[config.mk]
export PLATFORM = sky130hd
export DESIGN_NAME = yrv_aux_uart_tx
export DESIGN_NICKNAME = d
export VERILOG_FILES = /design/src/rtl/yrv_aux_uart_tx.sv
export SDC_FILE = /design/constraint.sdc
export NUM_CORES = 1
export LEC_CHECK = 0
export CAP_MARGIN = 30
export CORE_MARGIN = 5
export CORE_UTILIZATION = 58
export DETAILED_ROUTE_END_ITERATION = 7
export GPL_ROUTABILITY_DRIVEN = 0
export PLACE_DENSITY = 0.78
export SYNTH_ARGS = -nofsm -noshare
export SYNTH_HDL_FRONTEND = slang
export SYNTH_SLANG_ARGS = --single-unit
[constraint.sdc]
create_clock -name clk -period 4.1 [get_ports clk]
set_input_delay 0.82 -clock clk [delete_from_list [all_inputs] [get_ports clk]]
set_output_delay 0.82 -clock clk [all_outputs]
set_load 0.02 [all_outputs]
[src/rtl/yrv_aux_uart_tx.sv]
// yrv_aux_uart_tx: transmit half of the MCU auxiliary UART.
// Byte FIFO feeding a start/data/parity/stop serializer with a programmable bit period.
module yrv_aux_uart_tx #(
    parameter int FIFO_DEPTH = 8,
    parameter int DIV_W      = 16
) (
    input  logic                          clk,
    input  logic                          resetb,
    input  logic [DIV_W-1:0]              baud_div,
    input  logic                          par_en,
    input  logic                          par_odd,
    input  logic                          stop2,
    input  logic [7:0]                    tx_data,
    input  logic                          tx_valid,
    output logic                          tx_ready,
    output logic                          aux_uart_tx,
    output logic                          tx_busy,
    output logic                          tx_empty,
    output logic [$clog2(FIFO_DEPTH):0]   fifo_count
);

    localparam int AW = $clog2(FIFO_DEPTH);
    localparam logic [AW:0] FULL = (AW+1)'(FIFO_DEPTH);

    typedef enum logic [2:0] {
        IDLE,
        START,
        DATA,
        PARITY,
        STOP
    } state_t;

    state_t state, state_n;

    logic [7:0]       mem [FIFO_DEPTH];
    logic [AW-1:0]    wr_ptr, rd_ptr;
    logic [AW:0]      count;
    logic             push, pop, load;

    logic [DIV_W-1:0] div_cnt, div_n;
    logic [DIV_W-1:0] cfg_div, cfg_div_n;
    logic [2:0]       bit_cnt, bit_n;
    logic             stop_cnt, stop_n;
    logic [7:0]       shift, shift_n;
    logic             cfg_pe, cfg_pe_n;
    logic             cfg_s2, cfg_s2_n;
    logic             par_bit, par_bit_n;
    logic             line, line_n;
    logic             bit_end;

    assign tx_ready    = (count != FULL);
    assign push        = tx_valid & tx_ready;
    assign fifo_count  = count;
    assign aux_uart_tx = line;
    assign tx_busy     = (state != IDLE);
    assign tx_empty    = (count == '0) && (state == IDLE);
    assign bit_end     = (div_cnt == '0);

    // FIFO storage write port
    always_ff @(posedge clk) begin
        if (push) begin
            mem[wr_ptr] <= tx_data;
        end
    end

    // FIFO pointers and occupancy
    always_ff @(posedge clk) begin
        if (!resetb) begin
            wr_ptr <= '0;
            rd_ptr <= '0;
            count  <= '0;
        end else begin
            if (push) wr_ptr <= wr_ptr + 1'b1;
            if (pop)  rd_ptr <= rd_ptr + 1'b1;
            case ({push, pop})
                2'b10:   count <= count + 1'b1;
                2'b01:   count <= count - 1'b1;
                default: count <= count;
            endcase
        end
    end

    // serializer state register
    always_ff @(posedge clk) begin
        if (!resetb) begin
            state    <= IDLE;
            div_cnt  <= '0;
            cfg_div  <= '0;
            bit_cnt  <= '0;
            stop_cnt <= 1'b0;
            shift    <= '0;
            cfg_pe   <= 1'b0;
            cfg_s2   <= 1'b0;
            par_bit  <= 1'b0;
            line     <= 1'b1;
        end else begin
            state    <= state_n;
            div_cnt  <= div_n;
            cfg_div  <= cfg_div_n;
            bit_cnt  <= bit_n;
            stop_cnt <= stop_n;
            shift    <= shift_n;
            cfg_pe   <= cfg_pe_n;
            cfg_s2   <= cfg_s2_n;
            par_bit  <= par_bit_n;
            line     <= line_n;
        end
    end

    // next-state: bit timing, framing and frame load (from IDLE or end of STOP)
    always_comb begin
        state_n   = state;
        div_n     = div_cnt;
        cfg_div_n = cfg_div;
        bit_n     = bit_cnt;
        stop_n    = stop_cnt;
        shift_n   = shift;
        cfg_pe_n  = cfg_pe;
        cfg_s2_n  = cfg_s2;
        par_bit_n = par_bit;
        line_n    = line;
        pop       = 1'b0;
        load      = 1'b0;
        case (state)
            IDLE: begin
                load = (count != '0);
            end
            START: begin
                if (bit_end) begin
                    state_n = DATA;
                    div_n   = cfg_div;
                    bit_n   = '0;
                    line_n  = shift[0];
                end else begin
                    div_n = div_cnt - 1'b1;
                end
            end
            DATA: begin
                if (bit_end) begin
                    div_n = cfg_div;
                    if (bit_cnt == 3'd7) begin
                        if (cfg_pe) begin
                            state_n = PARITY;
                            line_n  = par_bit;
                        end else begin
                            state_n = STOP;
                            stop_n  = 1'b0;
                            line_n  = 1'b1;
                        end
                    end else begin
                        bit_n   = bit_cnt + 1'b1;
                        shift_n = {1'b0, shift[7:1]};
                        line_n  = shift[1];
                    end
                end else begin
                    div_n = div_cnt - 1'b1;
                end
            end
            PARITY: begin
                if (bit_end) begin
                    state_n = STOP;
                    div_n   = cfg_div;
                    stop_n  = 1'b0;
                    line_n  = 1'b1;
                end else begin
                    div_n = div_cnt - 1'b1;
                end
            end
            STOP: begin
                if (bit_end) begin
                    if (cfg_s2 && !stop_cnt) begin
                        stop_n = 1'b1;
                        div_n  = cfg_div;
                    end else if (count != '0) begin
                        load = 1'b1;
                    end else begin
                        state_n = IDLE;
                    end
                end else begin
                    div_n = div_cnt - 1'b1;
                end
            end
            default: begin
                state_n = IDLE;
                line_n  = 1'b1;
            end
        endcase
        if (load) begin
            pop       = 1'b1;
            shift_n   = mem[rd_ptr];
            par_bit_n = (^mem[rd_ptr]) ^ par_odd;
            cfg_pe_n  = par_en;
            cfg_s2_n  = stop2;
            cfg_div_n = baud_div;
            div_n     = baud_div;
            line_n    = 1'b0;
            state_n   = START;
        end
    end

endmodule

# [After elaboration in Yosys (flattened, before gate mapping)]
# Memories as Yosys holds them, arrays and structs flattened. A register that Yosys moved wholly into a read port is not among the register bits.
# Cells that the tools add are included.
[op_classes] mux=47 add_sub_neg=6 bitwise_logic=4 n_eq_ne=29 n_reduce_logical=25
[op_table] operator="16-bit two-way mux" count=4
[op_table] operator="3-bit two-way mux" count=13
[op_table] operator="8-bit two-way mux" count=4
[op_table] operator="16-bit case mux with 2 select lines" count=1
[op_table] operator="2-bit != test, second input constant" count=12
[op_table] operator="3-bit != test, second input constant" count=7
[op_table] operator="1-bit two-way mux" count=19
[op_table] operator="16-bit logical NOT" count=1
[op_table] operator="8-bit AND reduction" count=2
[op_table] operator="16-bit by 1-bit subtractor with 16-bit output, second input constant" count=1
[op_table] operator="3-bit case mux with 5 select lines" count=1
[op_table] operator="3-bit by 1-bit adder with 3-bit output, second input constant" count=3
[op_table] operator="3-bit nonzero test" count=3
[op_table] operator="4-bit != test, second input constant" count=2
[op_table] operator="4-bit case mux with 2 select lines" count=1
[op_table] operator="4-bit AND reduction" count=2
[op_table] operator="2-bit nonzero test" count=4
[op_table] operator="8-bit parity" count=1
[op_table] operator="7-bit AND reduction" count=1
[op_table] operator="3-bit by 2-bit equality test with 1-bit output, second input constant" count=2
[op_table] operator="3-bit equality test, second input constant" count=2
[op_table] operator="3-bit case mux with 2 select lines" count=1
[op_table] operator="4-bit by 1-bit adder with 4-bit output, second input constant" count=1
[op_table] operator="4-bit logical NOT" count=1
[op_table] operator="19 further kinds" count=22
[word_totals] register_bits=61 ram_bits=64 memories=1 inputBits=30 output_inout_bits=8
[memory_table] name="mem" depth=8 word_bits=8 rd=1 rd_clocked_by_memory_dff=1 wr=1 line_no="35" rtl="logic [7:0] mem [FIFO_DEPTH];"

# [Logic depth before layout (Yosys ltp)]
[logic_depth] word_depth=8 ltp_mapped=16

# [Worst setup path after synthesis]
# Ideal clock, no wire load.
[synth_path] kind="flip-flop to flip-flop" startpoint="register div_cnt[11]" endpoint="register count[3] (netlist: fifo_count[3])" path_slack_ns=0.903 setup_ns=0.071 path_stages_with_launch=15 n_path_buf=2 required_time_ns=4.029 arrival_ns=3.126 cell_sequence="dfxtp_1 > or4_4 > nor4_4 > nand2_2 > o21a_1 > buf_6 > inv_6 > buf_4 > ha_1 > nand2_1 > mux2_2 > o22ai_1 > o21ai_0 > or3_1 > a21oi_1"
[synth_via] elab_chain_cells=6
[synth_rtl] item="start, declared" line_no="40" rtl="logic [DIV_W-1:0] div_cnt, div_n;"
[synth_rtl] item="start signal, assigned" line_no="98" rtl="div_cnt <= div_n;"
[synth_rtl] item="16-bit logical NOT (*)" line_no="57" rtl="assign bit_end = (div_cnt == '0);"
[synth_rtl] item="1-bit two-way mux (*)" line_no="170" rtl="if (bit_end) begin"
[synth_rtl] item="1-bit case mux with 2 select lines (*)" line_no="124" rtl="case (state)"
[synth_rtl] item="net load" line_no="38" rtl="logic push, pop, load;"
[synth_rtl] item="1-bit two-way mux (*)" line_no="188" rtl="if (load) begin"
[synth_rtl] item="2-bit by 1-bit equality test with 1-bit output / 2-bit equality test (equally long branches)" line_no="75" rtl="case ({push, pop})"
[synth_rtl] item="4-bit case mux with 2 select lines / 2-bit nonzero test (equally long branches)"
[synth_rtl] item="end signal, assigned" line_no="76" rtl="2'b10: count <= count + 1'b1;"
[synth_rtl] item="end signal, assigned" line_no="77" rtl="2'b01: count <= count - 1'b1;"
[synth_rtl] item="end signal, assigned" line_no="78" rtl="default: count <= count;"
[synth_rtl] item="end, declared" line_no="37" rtl="logic [AW:0] count;"
# The timed path passes the listed nets; every way through them passes the cells marked *.
# A chain may end at the register's enable or synchronous reset.

# [Worst setup path after layout]
[layout_path] startpoint="register div_cnt[11]" endpoint="register count[3] (netlist: fifo_count[3])"
[layout_via] elab_chain_cells=6
[layout_rtl] item="16-bit logical NOT (*)" line_no="57"
[layout_rtl] item="1-bit two-way mux (*)" line_no="170"
[layout_rtl] item="1-bit case mux with 2 select lines (*)" line_no="124"
[layout_rtl] item="1-bit two-way mux (*)" line_no="188"
[layout_rtl] item="2-bit by 1-bit equality test with 1-bit output / 2-bit equality test (equally long branches)" line_no="75"
[layout_rtl] item="4-bit case mux with 2 select lines / 2-bit nonzero test (equally long branches)"
# Mark *: on every way between the ends. The rest lies on a longest branch, timed or not.

==> flow_summary.ini <==
[flow_run]
maxCapViolations = 0

[critical_path]
crit_type = reg2reg
ff2ff_path_depth = 12
reg2reg_slack_ns = 0.65
endpoint_kind = flip-flop
crit_required_ns = 4.55
crit_chain = or4_4 -> nor4_4 -> nand2_2 -> o21a_1 -> inv_6 -> ha_1 -> nand2_1 -> mux2_2 -> o22ai_1 -> o21ai_0 -> or3_1 -> a21oi_1
crit_fanout = 27
arrival_ns = 3.90
r2r-end = fifo_count[3]
slowest_delay_ns = 0.59
cpMaxStageDelayCell = or4_4
startpoint_type = flip-flop
r2r_start = div_cnt[11]

[finish]
areaGrowthSynthToFinish_pct = 19.4
fin_nets = 599
design_area_um2 = 6860
diodes = 0
drive_above_1_share = 0.138
post-route-util = 0.705

[floorplanning]
rows = 36
core_area_um2 = 9730
chipWidth_um = 110
ioPinCount = 38
chipHeight_um = 110
die_area_um2 = 12000
start_util = 0.590

[placement]
dp_slack_ns = 0.784
port_buffers = 37
place_area_um2 = 6220
hpwl_um = 8570

[drt]
drcViolationCount = 0
wire_per_inst_um = 19.0
postRouteAntennaNets = 0
num_vias = 4350
dr.pass1.iters = 5
routed_wl_um = 13500
drt_iter0_markers = 501
viasPerCell = 6.15

[synth]
synth_area_um2 = 5740
async_reset_ff_frac = 0
synth_top_family_by_area = simple AND/OR/NAND/NOR gates
synth_compound_area_frac = 0.128
synth.most_common_cell = nand2_1
synthDistinctLibCells = 56
seq_area_frac_synth = 0.558
muxShareOfSynthArea = 0.0880
synth-simple-area-share = 0.152
synthCells = 522
ys_warn_count = 0
synth-xor-area-share = 0.0290
yosys.area.top_type = edfxtp_1
synth_nets = 560
syn_avg_cell_area_um2 = 11.0
synth_edf_count = 64
synth_common_cells = nand2_1, dfxtp_1, edfxtp_1
ys_seq_elements = 128
synth_area_leaders = edfxtp_1, dfxtp_1, mux4_2
synth_ff_type = edfxtp_1
synth_fa_ha_area_frac = 0.0174
synth_top_area_share = 0.335

[clock_network]
cts_buffers = 17
cts_max_level = 4
cts_buffer_depth = 2
root_buffer = clkbuf_8
cts.hold.buffers_added = 0
cts_tree = done
clock-sinks = 128
post_cts_resized = 0
cts_setup_buffers = 0
clk_pin_slew_worst_paths_ns = 0.06
clk_latency_ns = 0.52

[min_path]
holdPathEnd = cfg_div[8]
hold_depth = 2
hp-start = cfg_div[8]
worstHoldPathType = reg2reg

[grt]
grt_max_degree = 45
grt_antenna_before_repair = 0
grt_pass1_wl_um = 21900
grt_pass1_vias = 4248
overflow = 0
track_usage = 0.242

[sta]
holdWs_ns = 0.455
min_period_ns = 3.45
hold_violations = 0
tightest_slew_ns = 0.855
rsz0062_at_grt = false
min_period_over_period = 0.842
relSlewSlack = 0.429
fin_skew_ns = 0.0126
timing.final.ws_setup_ns = 0.649
fmax_ghz = 0.290
setup_violations = 0
fin_tns_setup_ns = 0
drv_slew = 0

[power_and_ir_drop]
power.switching_mw = 2.32
p_per_area_nw_per_um2 = 859
swShare = 0.394
vdd_drop_max_v = 0.000443
p_leak_nw = 2.35
p_seq_frac = 0.322
p_int_mw = 3.57
p_comb_frac = 0.404
clockPowerShare = 0.274

[outcome]
outcome = finished clean
## flip-flops by register name, indices dropped and copies added (netlist names), named ones only
name / flops
rd_ptr: 3
div_cnt: 16
stop_cnt: 1
state: 3
wr_ptr: 3
cfg_s2: 1
bit_cnt: 3
aux_uart_tx: 1
par_bit: 1
cfg_div: 16
fifo_count: 4
shift: 8
mem: 64
cfg_pe: 1
## power by group through the flow
| stage | Clock, mW | Sequential (mW) | Combinational, mW |
|---|---|---|---|
| 6_report | 1.62 | 1.89 | 2.38 |
| 5_1_grt | 1.70 | 1.94 | 2.59 |
| 4_1_cts | 1.63 | 1.89 | 2.36 |
| 3_5_place_dp | 0 | 1.91 | 2.30 |
| 3_3_place_gp | 0 | 1.89 | 2.25 |
| 2_1_floorplan | 0 | 1.80 | 1.89 |
## critical path: cells and delay by family (launching register included)
kind / cells / cell delay [ns]
buf+inv: 1 / 0.22
simple gates: 5 / 1.56
flops: 1 / 0.36
fa+ha+maj: 1 / 0.31
mux: 1 / 0.28
compound gates: 4 / 0.66
## final cells by class
cell class | count | area (um^2)
clock buffers | 17 | 414
well taps | 133 | 166
flip-flops and latches | 128 | 3200
fillers | 666 | 2870
clock inverters | 15 | 220
repair buffers | 47 | 445
inverters | 7 | 31.3
multi-input cells | 360 | 2380
## how the worst max path moves through the flow
stage	startpoint	slack (ns)	cells after the start	to
after floorplan	div_cnt[11]	0.90	14	fifo_count[3]
after global placement	div_cnt[11]	0.86	12	fifo_count[3]
after detailed placement	div_cnt[11]	0.78	12	fifo_count[3]
after CTS	div_cnt[11]	0.68	12	fifo_count[3]
after global routing	div_cnt[6]	0.41	12	fifo_count[3]
final	div_cnt[11]	0.65	12	fifo_count[3]
## per-stage QoR
stage	instances	power, mW
3_3_place_gp	675	4.14
3_5_place_dp	675	4.21
6_report	707	5.89
2_1_floorplan	522	3.69
5_1_grt	707	6.23
4_1_cts	707	5.88
## cells by family after synthesis
| kind of cell | after synthesis |
|---|---|
| xor gates and xnor gates | 19 |
| and+or+nand+nor | 182 |
| buffers and inverters | 34 |
| DFF | 128 |
| AOI/OAI and AO/OA | 121 |
| muxes | 30 |
| adders and majority gates | 8 |
## routing by layer
layer | vias up | routed length [um] | part of all wire | track usage
li1 | 2011 | - | - | -
met1 | 2162 | 5550 | 0.41 | 0.316
met2 | 154 | 6910 | 0.51 | 0.398
met3 | 23 | 806 | 0.060 | 0.0605
met4 | 0 | 202 | 0.015 | 0.0784
met5 | - | 0 | 0 | 0
## placed cells by master (no fill, tap or decap), drive strengths merged, types with 10 or more instances in the layout
| cell type | n |
|---|---|
| nor3 | 11 |
| mux2i | 10 |
| xnor2 | 11 |
| clkbuf | 17 |
| clkdlybuf4s50 | 37 |
| a21oi | 47 |
| o21ai | 33 |
| nand3 | 10 |
| nor2 | 48 |
| mux4 | 16 |
| buf | 10 |
| inv | 15 |
| edfxtp | 64 |
| dfxtp | 64 |
| nand2 | 76 |
(Power assumes the default switching activity.)
